===== config.mk =====
export PLATFORM = sky130hd
export DESIGN_NAME = nn_layer_sequencer
export DESIGN_NICKNAME = d
export VERILOG_FILES = /design/src/rtl/nn_seq_pkg.sv /design/src/rtl/nn_layer_sequencer_timeout.sv /design/src/rtl/nn_layer_sequencer.sv
export SDC_FILE = /design/constraint.sdc
export NUM_CORES = 1
export LEC_CHECK = 0
export BUFFER_PORTS_ARGS = -buffer_cell sky130_fd_sc_hd__buf_4
export CORE_UTILIZATION = 40
export DETAILED_ROUTE_END_ITERATION = 8
export GPL_TIMING_DRIVEN = 0
export RECOVER_POWER = 100
export SYNTH_ARGS = -nofsm -noshare
export SYNTH_HDL_FRONTEND = slang
export SYNTH_HIERARCHICAL = 1
export SYNTH_SLANG_ARGS = --single-unit
export TNS_END_PERCENT = 30

===== constraint.sdc =====
create_clock -name clk -period 3.25 [get_ports clk]
set_clock_uncertainty 0.2 [all_clocks]
set_input_delay 0.325 -clock clk [delete_from_list [all_inputs] [get_ports clk]]
set_output_delay 0.325 -clock clk [all_outputs]
set_load 0.005 [all_outputs]

===== src/rtl/nn_seq_pkg.sv =====
// Shared types and constants for the layer sequencer.
// Descriptor layout, error codes and FSM state encoding.
package nn_seq_pkg;

  localparam int DIM_W  = 10;
  localparam int ADDR_W = 16;
  localparam int DESC_W = 48;

  localparam int M_LSB    = 0;
  localparam int N_LSB    = 10;
  localparam int K_LSB    = 20;
  localparam int WB_LSB   = 30;
  localparam int LAST_BIT = 46;
  localparam int RSVD_BIT = 47;

  localparam logic [1:0] ERR_NONE     = 2'd0;
  localparam logic [1:0] ERR_ZERO_DIM = 2'd1;
  localparam logic [1:0] ERR_CHAIN    = 2'd2;
  localparam logic [1:0] ERR_TIMEOUT  = 2'd3;

  typedef enum logic [2:0] {
    S_IDLE,
    S_FETCH,
    S_CHECK,
    S_LAUNCH,
    S_WAIT_MM,
    S_NEXT,
    S_DONE,
    S_ERR
  } state_e;

  typedef struct packed {
    logic              last;
    logic [ADDR_W-1:0] w_base;
    logic [DIM_W-1:0]  k;
    logic [DIM_W-1:0]  n;
    logic [DIM_W-1:0]  m;
  } desc_t;

  function automatic desc_t unpack_desc(
    input logic [LAST_BIT:0] d
  );
    desc_t r;
    r.m      = d[M_LSB +: DIM_W];
    r.n      = d[N_LSB +: DIM_W];
    r.k      = d[K_LSB +: DIM_W];
    r.w_base = d[WB_LSB +: ADDR_W];
    r.last   = d[LAST_BIT];
    return r;
  endfunction

endpackage


===== src/rtl/nn_layer_sequencer_timeout.sv =====
// Engine watchdog: counts enabled cycles since the last clear.
// Ports: clear, enable in; expired high once TIMEOUT_CYCLES-1 is reached.
module seq_timeout_counter #(
  parameter int TIMEOUT_CYCLES = 1048576
) (
  input  logic clk,
  input  logic rst_n,
  input  logic clear,
  input  logic enable,
  output logic expired
);

  localparam int CW =
    (TIMEOUT_CYCLES > 2) ? $clog2(TIMEOUT_CYCLES) : 1;
  localparam logic [CW-1:0] LAST =
    CW'(TIMEOUT_CYCLES - 1);

  logic [CW-1:0] cnt_q, cnt_d;

  assign expired = (cnt_q == LAST);

  always_comb begin
    cnt_d = cnt_q;
    if (clear) begin
      cnt_d = '0;
    end else if (enable && !expired) begin
      cnt_d = cnt_q + CW'(1);
    end
  end

  always_ff @(posedge clk or negedge rst_n) begin
    if (!rst_n) begin
      cnt_q <= '0;
    end else begin
      cnt_q <= cnt_d;
    end
  end

endmodule


===== src/rtl/nn_layer_sequencer.sv =====
// Steps the matmul engine through a descriptor table, one layer at a time.
// Ports: run/abort/busy/done/err status, descriptor read, engine control.
module nn_layer_sequencer
  import nn_seq_pkg::*;
#(
  parameter int MAX_LAYERS     = 16,
  parameter int TIMEOUT_CYCLES = 1048576,
  parameter int DESC_LAT       = 1
) (
  input  logic                          clk,
  input  logic                          rst_n,
  input  logic                          run,
  input  logic                          abort,
  output logic                          busy,
  output logic                          done,
  output logic                          err,
  output logic [1:0]                    err_code,
  output logic [$clog2(MAX_LAYERS)-1:0] layer_idx,
  output logic [$clog2(MAX_LAYERS)-1:0] desc_addr,
  input  logic [DESC_W-1:0]             desc_data,
  output logic                          mm_start,
  output logic [DIM_W-1:0]              mm_m,
  output logic [DIM_W-1:0]              mm_n,
  output logic [DIM_W-1:0]              mm_k,
  output logic [ADDR_W-1:0]             mm_w_base,
  output logic                          mm_in_bank,
  output logic                          mm_out_bank,
  input  logic                          mm_done
);

  localparam int LW = $clog2(MAX_LAYERS);
  localparam logic [LW-1:0] IDX_LAST =
    LW'(MAX_LAYERS - 1);
  localparam logic [1:0] FETCH_LAST =
    2'(DESC_LAT - 1);

  state_e            state_q, state_d;
  logic [LW-1:0]     idx_q, idx_d;
  logic              bank_q, bank_d;
  logic              err_q, err_d;
  logic [1:0]        code_q, code_d;
  desc_t             lay_q, lay_d;
  logic [DIM_W-1:0]  pm_q, pm_d;
  logic [DIM_W-1:0]  pn_q, pn_d;
  logic [1:0]        fcnt_q, fcnt_d;
  logic              done_prev_q;
  logic              mm_rise;
  logic              tmo_clr;
  logic              tmo_en;
  logic              tmo_exp;
  logic              unused_rsvd;

  assign unused_rsvd = desc_data[RSVD_BIT];

  // Only a fresh edge counts; a level left over
  // from the previous layer is already in done_prev_q.
  assign mm_rise = mm_done && !done_prev_q;
  assign tmo_en  = (state_q == S_WAIT_MM);

  seq_timeout_counter #(
    .TIMEOUT_CYCLES(TIMEOUT_CYCLES)
  ) u_tmo (
    .clk    (clk),
    .rst_n  (rst_n),
    .clear  (tmo_clr),
    .enable (tmo_en),
    .expired(tmo_exp)
  );

  always_comb begin
    state_d = state_q;
    idx_d   = idx_q;
    bank_d  = bank_q;
    err_d   = err_q;
    code_d  = code_q;
    lay_d   = lay_q;
    pm_d    = pm_q;
    pn_d    = pn_q;
    fcnt_d  = '0;
    tmo_clr = 1'b0;
    unique case (state_q)
      S_IDLE: begin
        if (run) begin
          state_d = S_FETCH;
          idx_d   = '0;
          bank_d  = 1'b0;
          err_d   = 1'b0;
          code_d  = ERR_NONE;
        end
      end
      S_FETCH: begin
        if (fcnt_q == FETCH_LAST) begin
          lay_d   = unpack_desc(
                      desc_data[LAST_BIT:0]);
          state_d = S_CHECK;
        end else begin
          fcnt_d = fcnt_q + 2'd1;
        end
      end
      S_CHECK: begin
        if (lay_q.m == '0 || lay_q.n == '0 ||
            lay_q.k == '0) begin
          state_d = S_ERR;
          err_d   = 1'b1;
          code_d  = ERR_ZERO_DIM;
        end else if (idx_q != '0 &&
                     (lay_q.k != pn_q ||
                      lay_q.m != pm_q)) begin
          state_d = S_ERR;
          err_d   = 1'b1;
          code_d  = ERR_CHAIN;
        end else begin
          state_d = S_LAUNCH;
        end
      end
      S_LAUNCH: begin
        tmo_clr = 1'b1;
        state_d = S_WAIT_MM;
      end
      S_WAIT_MM: begin
        if (mm_rise) begin
          state_d = S_NEXT;
        end else if (tmo_exp) begin
          state_d = S_ERR;
          err_d   = 1'b1;
          code_d  = ERR_TIMEOUT;
        end
      end
      S_NEXT: begin
        pm_d   = lay_q.m;
        pn_d   = lay_q.n;
        bank_d = !bank_q;
        // The table end acts as an implicit last bit.
        if (lay_q.last || idx_q == IDX_LAST) begin
          state_d = S_DONE;
        end else begin
          idx_d   = idx_q + LW'(1);
          state_d = S_FETCH;
        end
      end
      S_DONE:  state_d = S_IDLE;
      S_ERR:   state_d = S_IDLE;
      default: state_d = S_IDLE;
    endcase
    // Abort freezes everything except the state,
    // so a same-cycle run or error is dropped.
    if (abort) begin
      state_d = S_IDLE;
      idx_d   = idx_q;
      bank_d  = bank_q;
      err_d   = err_q;
      code_d  = code_q;
      lay_d   = lay_q;
      pm_d    = pm_q;
      pn_d    = pn_q;
    end
  end

  always_ff @(posedge clk or negedge rst_n) begin
    if (!rst_n) begin
      state_q     <= S_IDLE;
      idx_q       <= '0;
      bank_q      <= 1'b0;
      err_q       <= 1'b0;
      code_q      <= ERR_NONE;
      lay_q       <= '0;
      pm_q        <= '0;
      pn_q        <= '0;
      fcnt_q      <= '0;
      done_prev_q <= 1'b0;
    end else begin
      state_q     <= state_d;
      idx_q       <= idx_d;
      bank_q      <= bank_d;
      err_q       <= err_d;
      code_q      <= code_d;
      lay_q       <= lay_d;
      pm_q        <= pm_d;
      pn_q        <= pn_d;
      fcnt_q      <= fcnt_d;
      done_prev_q <= mm_done;
    end
  end

  assign busy = state_q inside {
    S_FETCH, S_CHECK, S_LAUNCH, S_WAIT_MM, S_NEXT
  };
  assign done     = (state_q == S_DONE) && !abort;
  assign mm_start = (state_q == S_LAUNCH) && !abort;
  assign err      = err_q;
  assign err_code = code_q;

  assign layer_idx = idx_q;
  assign desc_addr = idx_q;

  assign mm_m        = lay_q.m;
  assign mm_n        = lay_q.n;
  assign mm_k        = lay_q.k;
  assign mm_w_base   = lay_q.w_base;
  assign mm_in_bank  = bank_q;
  // Kept as a strict inverse, including at reset.
  assign mm_out_bank = !bank_q;

endmodule


==> flow_metrics.py, run 1 <==
metrics = {
    "run_status": {
        "status": "finished, final reports clean",
    },
    "clocking": {
        "clock-sinks": 101,
        "cts_buffer_depth": 2,
        "clkLatencyLatePin_ns": 0.35,
        "cts_made_buffers": 9,
        "post_cts_buffers": 0,
        "cts-hold-fix-buffers": 29,
        "htreeDepth": 3,
        "cts_tree": "built",
        "cts_root_buffer": "clkbuf_16",
        "post_cts_resized": 0,
        "clkTransAtPathRegs_ns": 0.07,
    },
    "routing": {
        "drc": 0,
        "vias": 3789,
        "wl_per_cell_um": 14.46,
        "viasPerCell": 4.858,
        "postRouteAntennaNets": 0,
        "dr.pass1.iters": 6,
        "wirelength_um": 11280,
        "drt-initial-drc-count": 134,
    },
    "synth": {
        "synthAdderAreaFrac_pct": 1.227,
        "synth_top_family_by_area": "multiplexers",
        "synthesis.instances": 452,
        "synth-seq-area-share_pct": 49.57,
        "synth-compound-area-share_pct": 5.399,
        "synthMuxAreaShare_pct": 15.44,
        "syn_area_um2": 5099,
        "syn_nets": 510,
        "synth_simple_gate_area_share_pct": 13.18,
        "syn_area_per_cell_um2": 11.28,
        "yosys.area.top_type": "dfrtp_1",
        "synth_xor_area_share_pct": 5.669,
        "yosys_warnings": 6,
        "yosys-top-cells-area": "dfrtp_1, mux2_2, buf_4",
        "yosys.cell_types.count": 45,
        "synth.top_cell.area_share_pct": 49.57,
        "synthFlopType": "dfrtp_1",
        "ys_ff_latch": 101,
        "synth_edf_count": 0,
        "async_reset_ff_share_pct": 100.0,
    },
    "setup_path": {
        "crit_slowest_cell": "or4_4",
        "r2r-start": "u_tmo/cnt_q[0]",
        "crit_required_ns": 3.28,
        "cp_top_family": "simple AND/OR/NAND/NOR gates",
        "reg2reg_slack_ns": 0.19,
        "worst-path-max-fanout": 5,
        "rr_worst_depth": 9,
        "worstSetupEndpointType": "flop",
        "arrival_ns": 3.09,
        "worstSetupPathType": "flop to flop",
        "crit_buf_inv": 1,
        "r2r_end": "err_code[0]",
        "path_cells": "ha_1 > nand2_1 > or4_4 > nor2_4 > inv_1 > a211o_1 > a2111o_1 > or4_1 > o211a_1",
        "max_stage_delay_ns": 0.53,
        "start_kind": "flop",
    },
    "min_path": {
        "hold_class": "input port to flop",
        "whs_path_depth": 2,
        "min_from": "desc_data[14]",
        "hold_end": "mm_n[4]",
    },
    "layout": {
        "syn_to_final_growth_pct": 32.69,
        "final_util_pct": 55.40,
        "fin_nets": 665,
        "fin_area_um2": 6765,
        "drive_gt1_share_pct": 41.34,
        "diodes": 0,
    },
    "floorplanning": {
        "core_um2": 12210,
        "die_w_um": 114.9,
        "ioPinCount": 115,
        "rows": 40,
        "start_util_pct": 41.75,
        "die_h_um": 114.9,
        "die_area_um2": 13200,
    },
    "placed_design": {
        "placed_area_um2": 6150,
        "port_buffers": 112,
        "place_congestion": 0.7734,
        "place_hpwl_um": 8044,
    },
    "timing": {
        "holdWs_ns": 0.01006,
        "post-route-period-util_pct": 94.03,
        "timing.fmax_mhz": 327.2,
        "rsz0062_at_grt": "no",
        "slew_violations": 0,
        "maxSlewHeadroom_pct": 8.141,
        "finalCriticalPeriod_ns": 3.056,
        "hold_viol_final": 0,
        "tns_ns": 0,
        "max_slew.worst_pin.slew_ns": 1.378,
        "finalSetupViolations": 0,
    },
    "pwr": {
        "power.density_nw_per_um2": 796.9,
        "leakage_nw": 3.139,
        "ir_drop_mv": 0.4244,
    },
    "global_route": {
        "grt_pass1_vias": 3787,
        "gr-total-overflow": 0,
        "grt_use_total_pct": 18.26,
        "grt_pass1_wl_um": 18510,
        "antenna_found_initial": 0,
        "grt_max_degree": 102,
    },
    "flow_run": {
        "drv_cap": 0,
    },
}
cells in the mapped netlist (2+ instances only):
| cell | count |
|---|---|
| inv_1 | 9 |
| xnor2_1 | 14 |
| nor4_1 | 13 |
| nand2b_1 | 3 |
| nand3_1 | 16 |
| buf_4 | 50 |
| nand2_1 | 14 |
| ha_1 | 5 |
| nor2b_1 | 4 |
| clkbuf_1 | 7 |
| a21oi_1 | 14 |
| nor3b_1 | 3 |
| or2_2 | 3 |
| nand4_1 | 12 |
| mux2_2 | 69 |
| nor3_1 | 10 |
| or3_1 | 4 |
| and2_1 | 2 |
| xor2_1 | 19 |
| o21ai_0 | 7 |
| o21a_1 | 2 |
| buf_2 | 10 |
| a211oi_1 | 2 |
| a31oi_1 | 3 |
| a211o_1 | 2 |
| nor2_1 | 36 |
| dfrtp_1 | 101 |
power by group:
part	total, W	switching [W]	internal, W	leakage [nW]
Sequential	0.00212	0.000415	0.00170	1.30
Clock	0.00117	0.000456	0.000717	0.156
Combinational	0.00210	0.000747	0.00135	1.69
worst register-to-register path: stages, from the launching register on:
cell and delay, ns:
dfrtp_1 0.41, ha_1 0.22, nand2_1 0.14, or4_4 0.53, nor2_4 0.13, inv_1 0.07
a211o_1 0.26, a2111o_1 0.44, or4_1 0.41, o211a_1 0.14
through the flow:
step	setup slack, ns	std cells	total power, W
after floorplan	0.3823	452	0.003379
after global placement	0.2032	732	0.004231
after detailed placement	0.1944	732	0.004280
after CTS	0.1681	777	0.005509
after global routing	0.01971	780	0.005742
final	0.1940	780	0.005391
layout by cell type, fill, tap and decap left out, types with 2 or more instances in the layout:
cell,instances
a31oi_1,3
a211o_1,2
nor4_1,13
nand3_1,16
mux2_2,69
clkbuf_8,2
clkbuf_4,63
nand2_1,14
o21a_1,2
xnor2_1,14
dlygate4sd3_1,32
nor2_1,36
dfrtp_1,101
buf_4,98
a21oi_1,14
nand4_1,12
bufinv_16,2
or3_1,4
or2_2,3
clkbuf_16,9
clkbuf_1,19
a211oi_1,2
inv_1,9
nor2b_1,4
nor3b_1,3
o21ai_0,7
xor2_1,19
nor3_1,10
ha_1,5
nand2b_1,3
sequential cells by signal, indices dropped and copies added, names as in the netlist:
name,cells
mm_m,10
desc_addr,4
u_tmo/cnt_q,20
lay_q,1
err,1
err_code,2
done_prev_q,1
mm_n,10
pm_q,10
mm_k,10
fcnt_q,2
mm_w_base,16
mm_in_bank,1
state_q,3
pn_q,10
worst max path at each step:
stage / from / end / cells after the start
2_1_floorplan: u_tmo/cnt_q[0] / err_code[0] / 9
3_3_place_gp: u_tmo/cnt_q[0] / err_code[0] / 9
3_5_place_dp: u_tmo/cnt_q[0] / err_code[0] / 9
4_1_cts: u_tmo/cnt_q[0] / err_code[0] / 9
5_1_grt: u_tmo/cnt_q[0] / err_code[0] / 9
6_report: u_tmo/cnt_q[0] / err_code[0] / 9
cells by family (layout without fill, tap and decap cells):
family          after synthesis  count (layout)
compound gates               40              40
xor+xnor                     33              33
fa+ha+maj                     5               5
buf+inv                      76             236
flops                       101             101
mux                          70              70
simple gates                127             127
cell type report:
cell class,count,area (µm²)
Buffer,67,440.4
Clock buffer,13,260.3
Clock inverter,3,67.56
Fill cell,1103,5446
Inverter,9,33.78
Multi-Input combinational cell,275,2068
Sequential cell,101,2527
Tap cell,168,210.2
Timing Repair Buffer,144,1157
per-layer routing:
layer	GRT usage [%]	share of wire [%]	up-vias
met5	0	0	-
met4	6.494	1.4	0
met3	4.059	4.1	12
met2	30.24	50	84
met1	23.55	45	1854
li1	-	-	1839
No activity file was read; power rests on OpenSTA's default activity.
==> run 2: changes to the inputs <==
REMOVE_ABC_BUFFERS = 1   (was unset)
==> flow_metrics.py, run 2 (same netlist as run 1, synthesis figures left out) <==
metrics = {
    "placed_design": {
        "place_hpwl_um": 7115,
        "dp.cells": 667,
        "place_congestion": 0.7355,
        "port_buffers": 113,
    },
    "setup_path": {
        "worstSetupEndpointType": "flop",
        "r2r_end": "err_code[0]",
        "worstSetupPathType": "flop to flop",
        "r2r-start": "u_tmo/cnt_q[1]",
        "reg2reg_slack_ns": 0.16,
        "worst-path-max-fanout": 5,
        "rr_worst_depth": 9,
        "start_kind": "flop",
        "crit_required_ns": 3.29,
        "arrival_ns": 3.12,
    },
    "min_path": {
        "min_from": "desc_data[39]",
        "hold_class": "input port to flop",
        "whs_path_depth": 2,
        "hold_end": "mm_w_base[9]",
    },
    "global_route": {
        "grt_use_total_pct": 17.65,
        "gr-total-overflow": 0,
        "antenna_found_initial": 0,
        "grt_max_degree": 102,
        "grt_pass1_wl_um": 17990,
        "grt_pass1_vias": 3620,
    },
    "layout": {
        "diodes": 0,
        "largest_register_ffs": 20,
        "final_cells": 731,
        "layout_common_cells": "dfrtp_1, mux2_2, clkbuf_4",
        "regMostFlops": "u_tmo/cnt_q",
        "drive_gt1_share_pct": 36.41,
        "fin_nets": 616,
        "syn_to_final_growth_pct": 27.04,
        "final_common_cell": "dfrtp_1",
    },
    "timing": {
        "max_slew.worst_pin.slew_ns": 1.538,
        "slew_violations": 25,
        "timing.fmax_mhz": 324.1,
        "maxSlewHeadroom_pct": -2.905,
        "finalCriticalPeriod_ns": 3.086,
        "finalSetupViolations": 0,
        "hold_viol_final": 0,
        "tns_ns": 0,
        "post-route-period-util_pct": 94.95,
        "rsz0062_at_grt": "no",
    },
    "pwr": {
        "ir_drop_mv": 0.5165,
        "power_w": 0.004912,
        "power.density_nw_per_um2": 758.3,
        "leakage_nw": 2.932,
    },
    "flow_run": {
        "drv_cap": 1,
    },
    "routing": {
        "vias": 3616,
        "drt-initial-drc-count": 179,
        "wl_per_cell_um": 14.56,
        "postRouteAntennaNets": 0,
        "wirelength_um": 10640,
        "dr.pass1.iters": 4,
        "viasPerCell": 4.947,
        "drc": 0,
    },
    "floorplanning": {
        "start_util_pct": 41.75,
        "rows": 40,
        "die_area_um2": 13200,
        "die_h_um": 114.9,
        "core_um2": 12210,
        "die_w_um": 114.9,
        "ioPinCount": 115,
    },
    "clocking": {
        "clkLatencyLatePin_ns": 0.35,
        "cts_buffer_depth": 2,
        "clkTransAtPathRegs_ns": 0.07,
        "clock-sinks": 101,
        "cts_made_buffers": 9,
        "cts_tree": "built",
        "cts_root_buffer": "clkbuf_16",
        "htreeDepth": 3,
    },
    "run_status": {
        "violations": "max-capacitance violations, max-slew violations",
        "status": "finished with violations",
    },
}
## run 2: worst max-delay path, cell delays in order, from the launching register on
cell	delay (ns)
dfrtp_1	0.40
ha_2	0.22
nand2_1	0.14
or4_4	0.55
nor2_4	0.14
inv_1	0.07
a211o_1	0.26
a2111o_1	0.44
or4_1	0.42
o211a_1	0.14
## run 2: power by group
part	internal, W	switching, W	total [W]	leakage, nW
Clock	0.000634	0.000499	0.00113	0.157
Combinational	0.00101	0.000620	0.00163	1.48
Sequential	0.00170	0.000445	0.00214	1.30
## run 2: worst max-delay path by stage
stage	start	to	slack (ns)	depth (start not counted)
finish	u_tmo/cnt_q[1]	err_code[0]	0.16	9
global route	u_tmo/cnt_q[1]	err_code[0]	0.01	9
CTS	u_tmo/cnt_q[0]	err_code[0]	0.14	9
detailed placement	u_tmo/cnt_q[0]	err_code[0]	0.16	9
global placement	state_q[0]	mm_n[1]	-0.001	4
floorplan	u_tmo/cnt_q[0]	err_code[0]	0.38	9
## run 2: routing by layer
metal	GRT usage, %	part of all wire [%]	up-vias
met5	0	0	-
met2	27.07	48	96
met4	9.004	2.3	0
li1	-	-	1756
met3	4.270	4.6	16
met1	23.33	45	1748
## run 2: final cells by class
class	instances	area, µm²
flip-flops and latches	101	2527
inverters	9	33.78
clock inverters	6	78.83
fillers	1103	5734
multi-input cells	275	2082
clock buffers	10	239.0
well taps	168	210.2
repair buffers	162	1306
## run 2: per-stage QoR
step / hold WS [ns] / setup slack (ns) / utilization, % / cell area (µm²)
final: 0.01182 / 0.1641 / 53.04 / 6477
after CTS: 0.00008138 / 0.1383 / 53.14 / 6489
after detailed placement: 0.2544 / 0.1594 / 46.93 / 5731
after global routing: 0.007832 / 0.01484 / 53.04 / 6477
after global placement: 0.2558 / -0.001378 / 46.72 / 5705
after floorplan: -0.1706 / 0.3821 / - / 4647
## run 2: repair_timing
action / 4_1_cts / 5_1_grt
resized for setup: 0 / 1
setup endpoints to repair: 0 / 1
endpoints found under the hold margin: 45 / 101
setup buffers: 0 / 2
hold buffers: 44 / 1
==> run 3: changes to the inputs <==
SETUP_SLACK_MARGIN = 0.5   (was unset)
==> flow_metrics.py, run 3 (same netlist as run 1, synthesis figures left out) <==
metrics = {
    "setup_path": {
        "arrival_ns": 3.03,
        "r2r-start": "u_tmo/cnt_q[9]",
        "worstSetupPathType": "flop to flop",
        "worstSetupEndpointType": "flop",
        "crit_start": "u_tmo/cnt_q[9]",
        "worst-path-max-fanout": 5,
        "start_kind": "flop",
        "crit_required_ns": 3.34,
    },
    "clocking": {
        "htreeDepth": 3,
        "clock-sinks": 101,
        "cts_root_buffer": "clkbuf_16",
        "cts_tree": "built",
        "clkLatencyLatePin_ns": 0.35,
        "clkTransAtPathRegs_ns": 0.07,
        "cts_buffer_depth": 2,
        "cts_made_buffers": 9,
    },
    "timing": {
        "maxSlewHeadroom_pct": -3.021,
        "rsz0062_at_grt": "yes",
        "fin_ws_ns": 0.3186,
        "finalCriticalPeriod_ns": 2.931,
        "slew_violations": 25,
        "max_slew.worst_pin.slew_ns": 1.540,
        "post-route-period-util_pct": 90.20,
        "finalSetupViolations": 0,
        "timing.fmax_mhz": 341.1,
        "hold_viol_final": 0,
    },
    "placed_design": {
        "pre_cts_ws_ns": 0.1594,
        "place_hpwl_um": 7115,
        "port_buffers": 113,
        "place_congestion": 0.7355,
    },
    "global_route": {
        "grt_pass1_vias": 3653,
        "grt_use_total_pct": 17.75,
        "grt_max_degree": 102,
        "gr-total-overflow": 0,
        "grt_pass1_wl_um": 18130,
        "antenna_found_initial": 0,
    },
    "routing": {
        "vias": 3661,
        "drt-initial-drc-count": 167,
        "drc": 0,
        "wl_per_cell_um": 14.58,
        "postRouteAntennaNets": 0,
        "viasPerCell": 4.934,
        "wirelength_um": 10820,
        "dr.pass1.iters": 4,
    },
    "pwr": {
        "leakage_nw": 3.006,
        "p_comb_share_pct": 33.7,
        "p_int_w": 0.003369,
        "ir_drop_mv": 0.5165,
        "clockPowerShare_pct": 22.9,
        "p_sw_share_pct": 32.00,
        "p_sw_w": 0.001586,
        "power.density_nw_per_um2": 751.8,
        "seqPwrFrac_pct": 43.4,
    },
    "layout": {
        "fin_nets": 627,
        "final_common_cell": "dfrtp_1",
        "layout_common_cells": "dfrtp_1, mux2_2, buf_4",
        "drive_gt1_share_pct": 38.15,
        "largest_register_ffs": 20,
        "final_util_pct": 53.98,
        "syn_to_final_growth_pct": 29.28,
        "regMostFlops": "u_tmo/cnt_q",
        "diodes": 0,
    },
    "floorplanning": {
        "die_h_um": 114.9,
        "die_w_um": 114.9,
        "die_area_um2": 13200,
        "core_um2": 12210,
        "start_util_pct": 41.75,
        "ioPinCount": 115,
        "rows": 40,
    },
    "flow_run": {
        "drv_cap": 1,
    },
    "run_status": {
        "status": "finished with violations",
        "violations": "max-capacitance violations, max-slew violations",
    },
    "min_path": {
        "hold_class": "input port to flop",
        "min_from": "desc_data[39]",
    },
}
==> run 3: worst max-delay path, cell delays in order, from the launching register on <==
cell,delay (ns)
dfrtp_1,0.41
nand4_1,0.24
or4_4,0.52
nor2_4,0.14
inv_1,0.06
a211o_1,0.26
a2111o_1,0.38
clkbuf_1,0.13
a21oi_1,0.29
o32a_4,0.24
==> run 3: metrics by stage <==
stage               total power, W  hold WS (ns)  instance area, µm²   TNS (ns)  instances
floorplan                 0.002970       -0.1706                4647          0        385
global placement          0.003776        0.2558                5705  -0.002270        666
detailed placement        0.003833        0.2544                5731          0        667
CTS                       0.005074    0.00008138                6548          0        732
global route              0.005306      0.007832                6591          0        742
finish                    0.004955       0.01133                6591          0        742
==> run 3: path summary, 6_finish.rpt <==
kind | endpoint | slack [ns] | depth (start not counted)
min in group asynchronous | u_tmo/cnt_q[10] | 0.12 | 2
worst max register to register | err_code[1] | 0.32 | 9
worst max-delay path | err_code[1] | 0.32 | 9
worst min register to register | err | 0.29 | 1
worst min-delay path | mm_w_base[9] | 0.01 | 2
max in group asynchronous | u_tmo/cnt_q[3] | 1.07 | 3
==> run 3: per-layer routing <==
layer | part of all wire, % | up-vias | GRT usage, %
met5 | 0 | - | 0
met4 | 2.2 | 0 | 9.004
met3 | 4.4 | 17 | 4.270
met2 | 48 | 87 | 27.35
met1 | 45 | 1781 | 23.39
li1 | - | 1776 | -
==> run 3: repair_timing <==
action / in CTS / in global routing
setup endpoints to repair: 3 / 8
buffers inserted: 5 / 8
hold buffers: 44 / 1
pin swaps: 4 / 3
gates resized for setup: 5 / 7
hold endpoints to repair: 45 / 101
==> run 3: final cells by class <==
| cell class | count | area [µm²] |
|---|---|---|
| clock buffer | 10 | 239.0 |
| clock inverter | 6 | 78.83 |
| fill | 1099 | 5620 |
| inverter | 9 | 33.78 |
| multi-input combinational | 275 | 2115 |
| sequential | 101 | 2530 |
| tap | 168 | 210.2 |
| timing repair buffer | 173 | 1385 |
==> run 3: power groups by stage <==
stage,Combinational (W),Clock [W],Sequential [W]
after floorplan,0.000878,0,0.00209
after global placement,0.00162,0,0.00215
after detailed placement,0.00165,0,0.00218
after CTS,0.00174,0.00117,0.00216
after global routing,0.00185,0.00122,0.00223
final,0.00167,0.00114,0.00215
